## src/rtl/calendar_pkg.sv

```systemverilog
// Shared constants and types for the calendar blocks: 7-segment patterns,
// set-mode states, edit-field select encodings and field limits.
package calendar_pkg;

  // Active-low segment patterns, bit order gfedcba.
  localparam logic [6:0] SEG_BLANK = 7'h7F;
  localparam logic [6:0] SEG_0     = 7'h40;
  localparam logic [6:0] SEG_1     = 7'h79;
  localparam logic [6:0] SEG_2     = 7'h24;
  localparam logic [6:0] SEG_3     = 7'h30;
  localparam logic [6:0] SEG_4     = 7'h19;
  localparam logic [6:0] SEG_5     = 7'h12;
  localparam logic [6:0] SEG_6     = 7'h02;
  localparam logic [6:0] SEG_7     = 7'h78;
  localparam logic [6:0] SEG_8     = 7'h00;
  localparam logic [6:0] SEG_9     = 7'h10;

  typedef enum logic [1:0] {
    RUN   = 2'd0,
    SET_H = 2'd1,
    SET_M = 2'd2,
    SET_S = 2'd3
  } set_state_t;

  localparam logic [2:0] SEL_NONE = 3'b000;
  localparam logic [2:0] SEL_SEC  = 3'b001;
  localparam logic [2:0] SEL_MIN  = 3'b010;
  localparam logic [2:0] SEL_HOUR = 3'b100;

  // Minutes share the seconds limit.
  localparam logic [5:0] MAX_SEC  = 6'd59;
  localparam logic [4:0] MAX_HOUR = 5'd23;

  // One step up or down with wrap between 0 and max_v; no carry out.
  function automatic logic [5:0] step_wrap(input logic [5:0] v,
                                           input logic [5:0] max_v,
                                           input logic       up);
    logic [5:0] r;
    if (up) r = (v == max_v) ? 6'd0 : v + 6'd1;
    else    r = (v == 6'd0)  ? max_v : v - 6'd1;
    return r;
  endfunction

endpackage

```

## src/rtl/seg_decode.sv

```systemverilog
// Single decimal digit to active-low 7-segment pattern; non-decimal codes blank.
module seg_decode
  import calendar_pkg::*;
(
  input  logic [3:0] digit,
  output logic [6:0] seg
);

  always_comb begin
    seg = SEG_BLANK;
    case (digit)
      4'd0:    seg = SEG_0;
      4'd1:    seg = SEG_1;
      4'd2:    seg = SEG_2;
      4'd3:    seg = SEG_3;
      4'd4:    seg = SEG_4;
      4'd5:    seg = SEG_5;
      4'd6:    seg = SEG_6;
      4'd7:    seg = SEG_7;
      4'd8:    seg = SEG_8;
      4'd9:    seg = SEG_9;
      default: seg = SEG_BLANK;
    endcase
  end

endmodule

```

## src/rtl/clock_counter.sv

```systemverilog
// Time-of-day counter with button-driven field setting, registered 7-segment
// output, edit-field select and a day-carry pulse for the date counter.
module clock_counter
  import calendar_pkg::*;
#(
  parameter int INIT_H = 0,
  parameter int INIT_M = 0,
  parameter int INIT_S = 0
) (
  input  logic        clk,
  input  logic        rst,
  input  logic        tick_1hz,
  input  logic        btn_set,
  input  logic        btn_up,
  input  logic        btn_down,
  output logic [55:0] clock_7seg,
  output logic [2:0]  sel,
  output logic        day_carry
);

  localparam logic [5:0] INIT_S_V = 6'(INIT_S);
  localparam logic [5:0] INIT_M_V = 6'(INIT_M);
  localparam logic [4:0] INIT_H_V = 5'(INIT_H);

  set_state_t state_reg, state_next;
  logic [5:0] sec_reg, sec_next;
  logic [5:0] min_reg, min_next;
  logic [4:0] hour_reg, hour_next;
  logic       roll_reg, roll_next;
  logic       day_carry_reg;
  logic [2:0] sel_reg, sel_next;
  logic [55:0] seg_reg, seg_next;

  logic       adj;
  logic [5:0] hour_step;

  always_comb begin
    state_next = state_reg;
    sec_next   = sec_reg;
    min_next   = min_reg;
    hour_next  = hour_reg;
    roll_next  = 1'b0;
    adj        = btn_up ^ btn_down;
    hour_step  = step_wrap({1'b0, hour_reg}, {1'b0, MAX_HOUR}, btn_up);

    unique case (state_reg)
      RUN: begin
        if (tick_1hz) begin
          if (sec_reg == MAX_SEC) begin
            sec_next = 6'd0;
            if (min_reg == MAX_SEC) begin
              min_next = 6'd0;
              if (hour_reg == MAX_HOUR) begin
                hour_next = 5'd0;
                roll_next = 1'b1;
              end else begin
                hour_next = hour_reg + 5'd1;
              end
            end else begin
              min_next = min_reg + 6'd1;
            end
          end else begin
            sec_next = sec_reg + 6'd1;
          end
        end
        if (btn_set) state_next = SET_H;
      end
      SET_H: begin
        if (adj) hour_next = hour_step[4:0];
        if (btn_set) state_next = SET_M;
      end
      SET_M: begin
        if (adj) min_next = step_wrap(min_reg, MAX_SEC, btn_up);
        if (btn_set) state_next = SET_S;
      end
      SET_S: begin
        if (adj) sec_next = step_wrap(sec_reg, MAX_SEC, btn_up);
        if (btn_set) state_next = RUN;
      end
    endcase
  end

  always_comb begin
    sel_next = SEL_NONE;
    unique case (state_reg)
      RUN:   sel_next = SEL_NONE;
      SET_H: sel_next = SEL_HOUR;
      SET_M: sel_next = SEL_MIN;
      SET_S: sel_next = SEL_SEC;
    endcase
  end

  // The display source follows the INIT values while rst is high, so the
  // first registered word after reset already shows the initial time.
  logic [5:0] field_val [3];
  logic [3:0] digits    [6];
  logic [6:0] seg_dig   [6];

  assign field_val[0] = rst ? INIT_S_V : sec_reg;
  assign field_val[1] = rst ? INIT_M_V : min_reg;
  assign field_val[2] = rst ? {1'b0, INIT_H_V} : {1'b0, hour_reg};

  genvar gi;
  generate
    for (gi = 0; gi < 3; gi++) begin : g_split
      logic [5:0] v;
      logic [3:0] tens;
      logic [3:0] units;
      assign v = field_val[gi];
      always_comb begin
        tens  = 4'd0;
        units = v[3:0];
        if (v >= 6'd50) begin
          tens  = 4'd5;
          units = 4'(v - 6'd50);
        end else if (v >= 6'd40) begin
          tens  = 4'd4;
          units = 4'(v - 6'd40);
        end else if (v >= 6'd30) begin
          tens  = 4'd3;
          units = 4'(v - 6'd30);
        end else if (v >= 6'd20) begin
          tens  = 4'd2;
          units = 4'(v - 6'd20);
        end else if (v >= 6'd10) begin
          tens  = 4'd1;
          units = 4'(v - 6'd10);
        end
      end
      assign digits[2*gi]   = units;
      assign digits[2*gi+1] = tens;
    end

    for (gi = 0; gi < 6; gi++) begin : g_seg
      seg_decode u_dec (
        .digit (digits[gi]),
        .seg   (seg_dig[gi])
      );
      assign seg_next[7*gi +: 7] = seg_dig[gi];
    end
  endgenerate

  assign seg_next[55:42] = {SEG_BLANK, SEG_BLANK};

  always_ff @(posedge clk) begin
    if (rst) begin
      state_reg     <= RUN;
      sec_reg       <= INIT_S_V;
      min_reg       <= INIT_M_V;
      hour_reg      <= INIT_H_V;
      roll_reg      <= 1'b0;
      day_carry_reg <= 1'b0;
      sel_reg       <= SEL_NONE;
    end else begin
      state_reg     <= state_next;
      sec_reg       <= sec_next;
      min_reg       <= min_next;
      hour_reg      <= hour_next;
      roll_reg      <= roll_next;
      // Delayed one stage so the pulse lines up with the 00:00:00 display.
      day_carry_reg <= roll_reg;
      sel_reg       <= sel_next;
    end
  end

  always_ff @(posedge clk) begin
    seg_reg <= seg_next;
  end

  assign clock_7seg = seg_reg;
  assign sel        = sel_reg;
  assign day_carry  = day_carry_reg;

endmodule

```

## config.mk

```make
export PLATFORM = sky130hd
export DESIGN_NAME = clock_counter
export DESIGN_NICKNAME = d
export VERILOG_FILES = /design/src/rtl/calendar_pkg.sv /design/src/rtl/seg_decode.sv /design/src/rtl/clock_counter.sv
export SDC_FILE = /design/constraint.sdc
export NUM_CORES = 1
export LEC_CHECK = 0
export BUFFER_PORTS_ARGS = -buffer_cell sky130_fd_sc_hd__buf_2
export CAP_MARGIN = 20
export CORE_MARGIN = 2
export CORE_UTILIZATION = 59
export CTS_CLUSTER_SIZE = 12
export DETAILED_ROUTE_END_ITERATION = 6
export HOLD_SLACK_MARGIN = 0.12
export PLACE_DENSITY_LB_ADDON = 0.25
export SYNTH_ARGS = -nofsm -noshare
export SYNTH_HDL_FRONTEND = slang
export SYNTH_HIERARCHICAL = 1
export SYNTH_SLANG_ARGS = --single-unit
export TNS_END_PERCENT = 20
```

## constraint.sdc

```tcl
create_clock -name clk -period 5.67 [get_ports clk]
set_input_delay 1.4175 -clock clk [delete_from_list [all_inputs] [get_ports clk]]
set_output_delay 1.4175 -clock clk [all_outputs]
set_load 0.01 [all_outputs]
```

==> qor.yml <==
fmax_mhz: 222
r2r-start: "min_reg[2]"
multi_input_area_um2: 3170
grt_pass1_vias: 3968
grt_pass1_wl_um: 17800
finalCritPeriodShare: 0.793
holdBufCountCts: 0
syn_area_um2: 4910
synth_warnings: 6
setup_ws_ns: 1.17
num_rows: 33
status: "finished clean"
path_max_fanout: 14
viasPerCell: 5.70
die-area_um2: 9070
rrSetupSlack_ns: 2.00
relSlewSlack: 0.395
cts_tree: "done"
hold_viol: 0
largest_reg_flops: 42
max-clock-path-buffers: 2
whs_path_depth: 1
start_util: 0.604
synth_flop_cell: "dfxtp_1"
drt-initial-drc-count: 432
pre_cts_ws_ns: 0.808
finalClockSkew_ns: 0.00879
syn_area_per_cell_um2: 7.72
vias: 4419
ant_nets: 0
nFillCells: 714
antenna_found_initial: 0
dp_hpwl_um: 7600
layout_min_cycle_time_ns: 4.50
synthCells: 636
postCtsResizedCells: 0
critPathLaunchType: "input port"
fin_nets: 725
synth_async_sr_flop_share: 0
top_level_ports: 66
worstMarginPinSlew_ns: 0.908
cp_data_required_time_ns: 5.87
area_growth_pct: 7.51
drive_above_1_share: 0.119
hold_path.class: "reg2reg"
cp-startpoint: "rst"
drc: 0
clkTransAtPathRegs_ns: 0.08
ys_ff_latch: 66
synth-edff-count: 0
crit_end: "clock_7seg[17]"
gp_congestion: 0.940
worst_skew_pair.late_latency_ns: 0.36
peakVddDrop_mv: 0.133
grt.total_usage: 0.242
tns_ns: 0
postCtsSetupRepairBufs: 0
seq_area_frac_synth: 0.269
rr_worst_depth: 13
die_h_um: 95.2
die_w_um: 95.2
cts_buffers: 9
critPathCaptureType: "register"
yosys.cell_types.count: 67
wirelength_um: 10700
power_density_nw_per_um2: 244
core_um2: 8130
cts-root-buf: "clkbuf_8"
p_leak_nw: 2.26
slew_viol_final: 0
cts.sink_count: 66
path_class: "in2reg"
overflow: 0
wl_per_cell_um: 13.7
instances_no_fill: 775
insertedDiodeCount: 0
r2r-end: "clock_7seg[17]"
io_buffers: 51
worst-endpoint-arrival_ns: 4.69
rsz0062_at_grt: "false"
cts.htree.levels: 3
grt_max_degree: 46
max_cap_violations: 0
dp_cells: 759
finalSetupViolCount: 0
register_area_um2: 1320
drtPass1Iterations: 5
layout by cell type, fill, tap and decap left out, types with 4 or more instances in the layout:
master | netlist | layout
o21a_1 | 5 | 5
a31oi_1 | 10 | 10
o21ai_0 | 56 | 56
a21oi_2 | 6 | 6
ha_1 | 54 | 54
a21o_1 | 5 | 5
a311oi_1 | 8 | 8
nor3_1 | 8 | 8
nand2b_1 | 30 | 30
nor2b_1 | 12 | 12
dfxtp_1 | 66 | 66
nor2_1 | 61 | 61
or2_1 | 6 | 6
or4_1 | 4 | 4
buf_2 | 9 | 51
mux2i_1 | 7 | 7
conb_1 | 2 | 21
o211ai_1 | 7 | 7
or2b_1 | 6 | 6
nand2_1 | 45 | 45
nand4_1 | 8 | 8
a21oi_1 | 44 | 44
inv_1 | 43 | 43
nand3_1 | 15 | 15
clkbuf_8 | 0 | 9
and2_1 | 4 | 4
o22ai_1 | 6 | 6
worst min-delay path by stage:
stage / startpoint / end / slack [ns]
after floorplan: roll_reg / day_carry / 0.41
after global placement: roll_reg / day_carry / 0.43
after detailed placement: roll_reg / day_carry / 0.44
after CTS: roll_reg / day_carry / 0.46
after global routing: roll_reg / day_carry / 0.47
final: roll_reg / day_carry / 0.45
Yosys cell counts (all sizes together) (12+ instances only):
cell,count,area [um2]
dfxtp,66,1320
nor2,61,229
o21ai,56,280
ha,54,676
a21oi,50,273
nand2,45,169
inv,43,161
buf,35,255
nand2b,30,188
clkbuf,20,75.1
nand3,15,75.1
nor2b,12,75.1
worst max-delay path, cell delays in order:
cell and delay [ns]:
buf_2 0.11, inv_1 0.36, nand2_1 0.20, inv_1 0.14, ha_1 0.23, nor4bb_1 0.31, a21oi_1 0.14, o311a_1 0.33
o22ai_1 0.35, xnor2_1 0.29, inv_1 0.16, ha_1 0.22, or2_1 0.22, a21oi_2 0.15, a31oi_1 0.06
per-stage QoR:
step                      hold slack [ns]  total power (W)   util  instance area (um2)
after floorplan                     0.414         0.000789      -                 4980
after global placement              0.433         0.000850  0.622                 5060
after detailed placement            0.436         0.000858  0.622                 5060
after CTS                           0.458          0.00130  0.649                 5280
after global routing                0.472          0.00137  0.649                 5280
final                               0.453          0.00129  0.649                 5280
cell type report:
cell class | count | area share
clock inverters | 6 | 0.0173
clock buffers | 10 | 0.0242
flip-flops and latches | 66 | 0.250
well taps | 105 | 0.0249
inverters | 43 | 0.0306
repair buffers | 54 | 0.0526
multi-input cells | 491 | 0.600
where the power goes:
part           switching, W  total [W]  internal, W
Combinational      0.000184   0.000307     0.000122
Clock              0.000189   0.000437     0.000248
Sequential        0.0000406   0.000547     0.000507
Total              0.000414    0.00129     0.000877
per-layer routing:
metal	vias up	routed length, um	track usage
met3	17	723	0.0435
met5	-	0	0
li1	2237	-	-
met1	1987	4990	0.324
met4	0	156	0.0857
met2	178	4790	0.389
cells by family (layout without fill, tap and decap cells):
family | count (synthesis) | count (layout) | share of synthesized area
other | 2 | 21 | 0.00153
buffers and inverters | 98 | 113 | 0.100
adders and majority gates | 54 | 54 | 0.138
and+or+nand+nor | 220 | 220 | 0.231
muxes | 8 | 8 | 0.0166
xor gates and xnor gates | 4 | 4 | 0.00713
AOI/OAI and AO/OA | 184 | 184 | 0.238
DFF | 66 | 66 | 0.269
(Power assumes the default switching activity.)
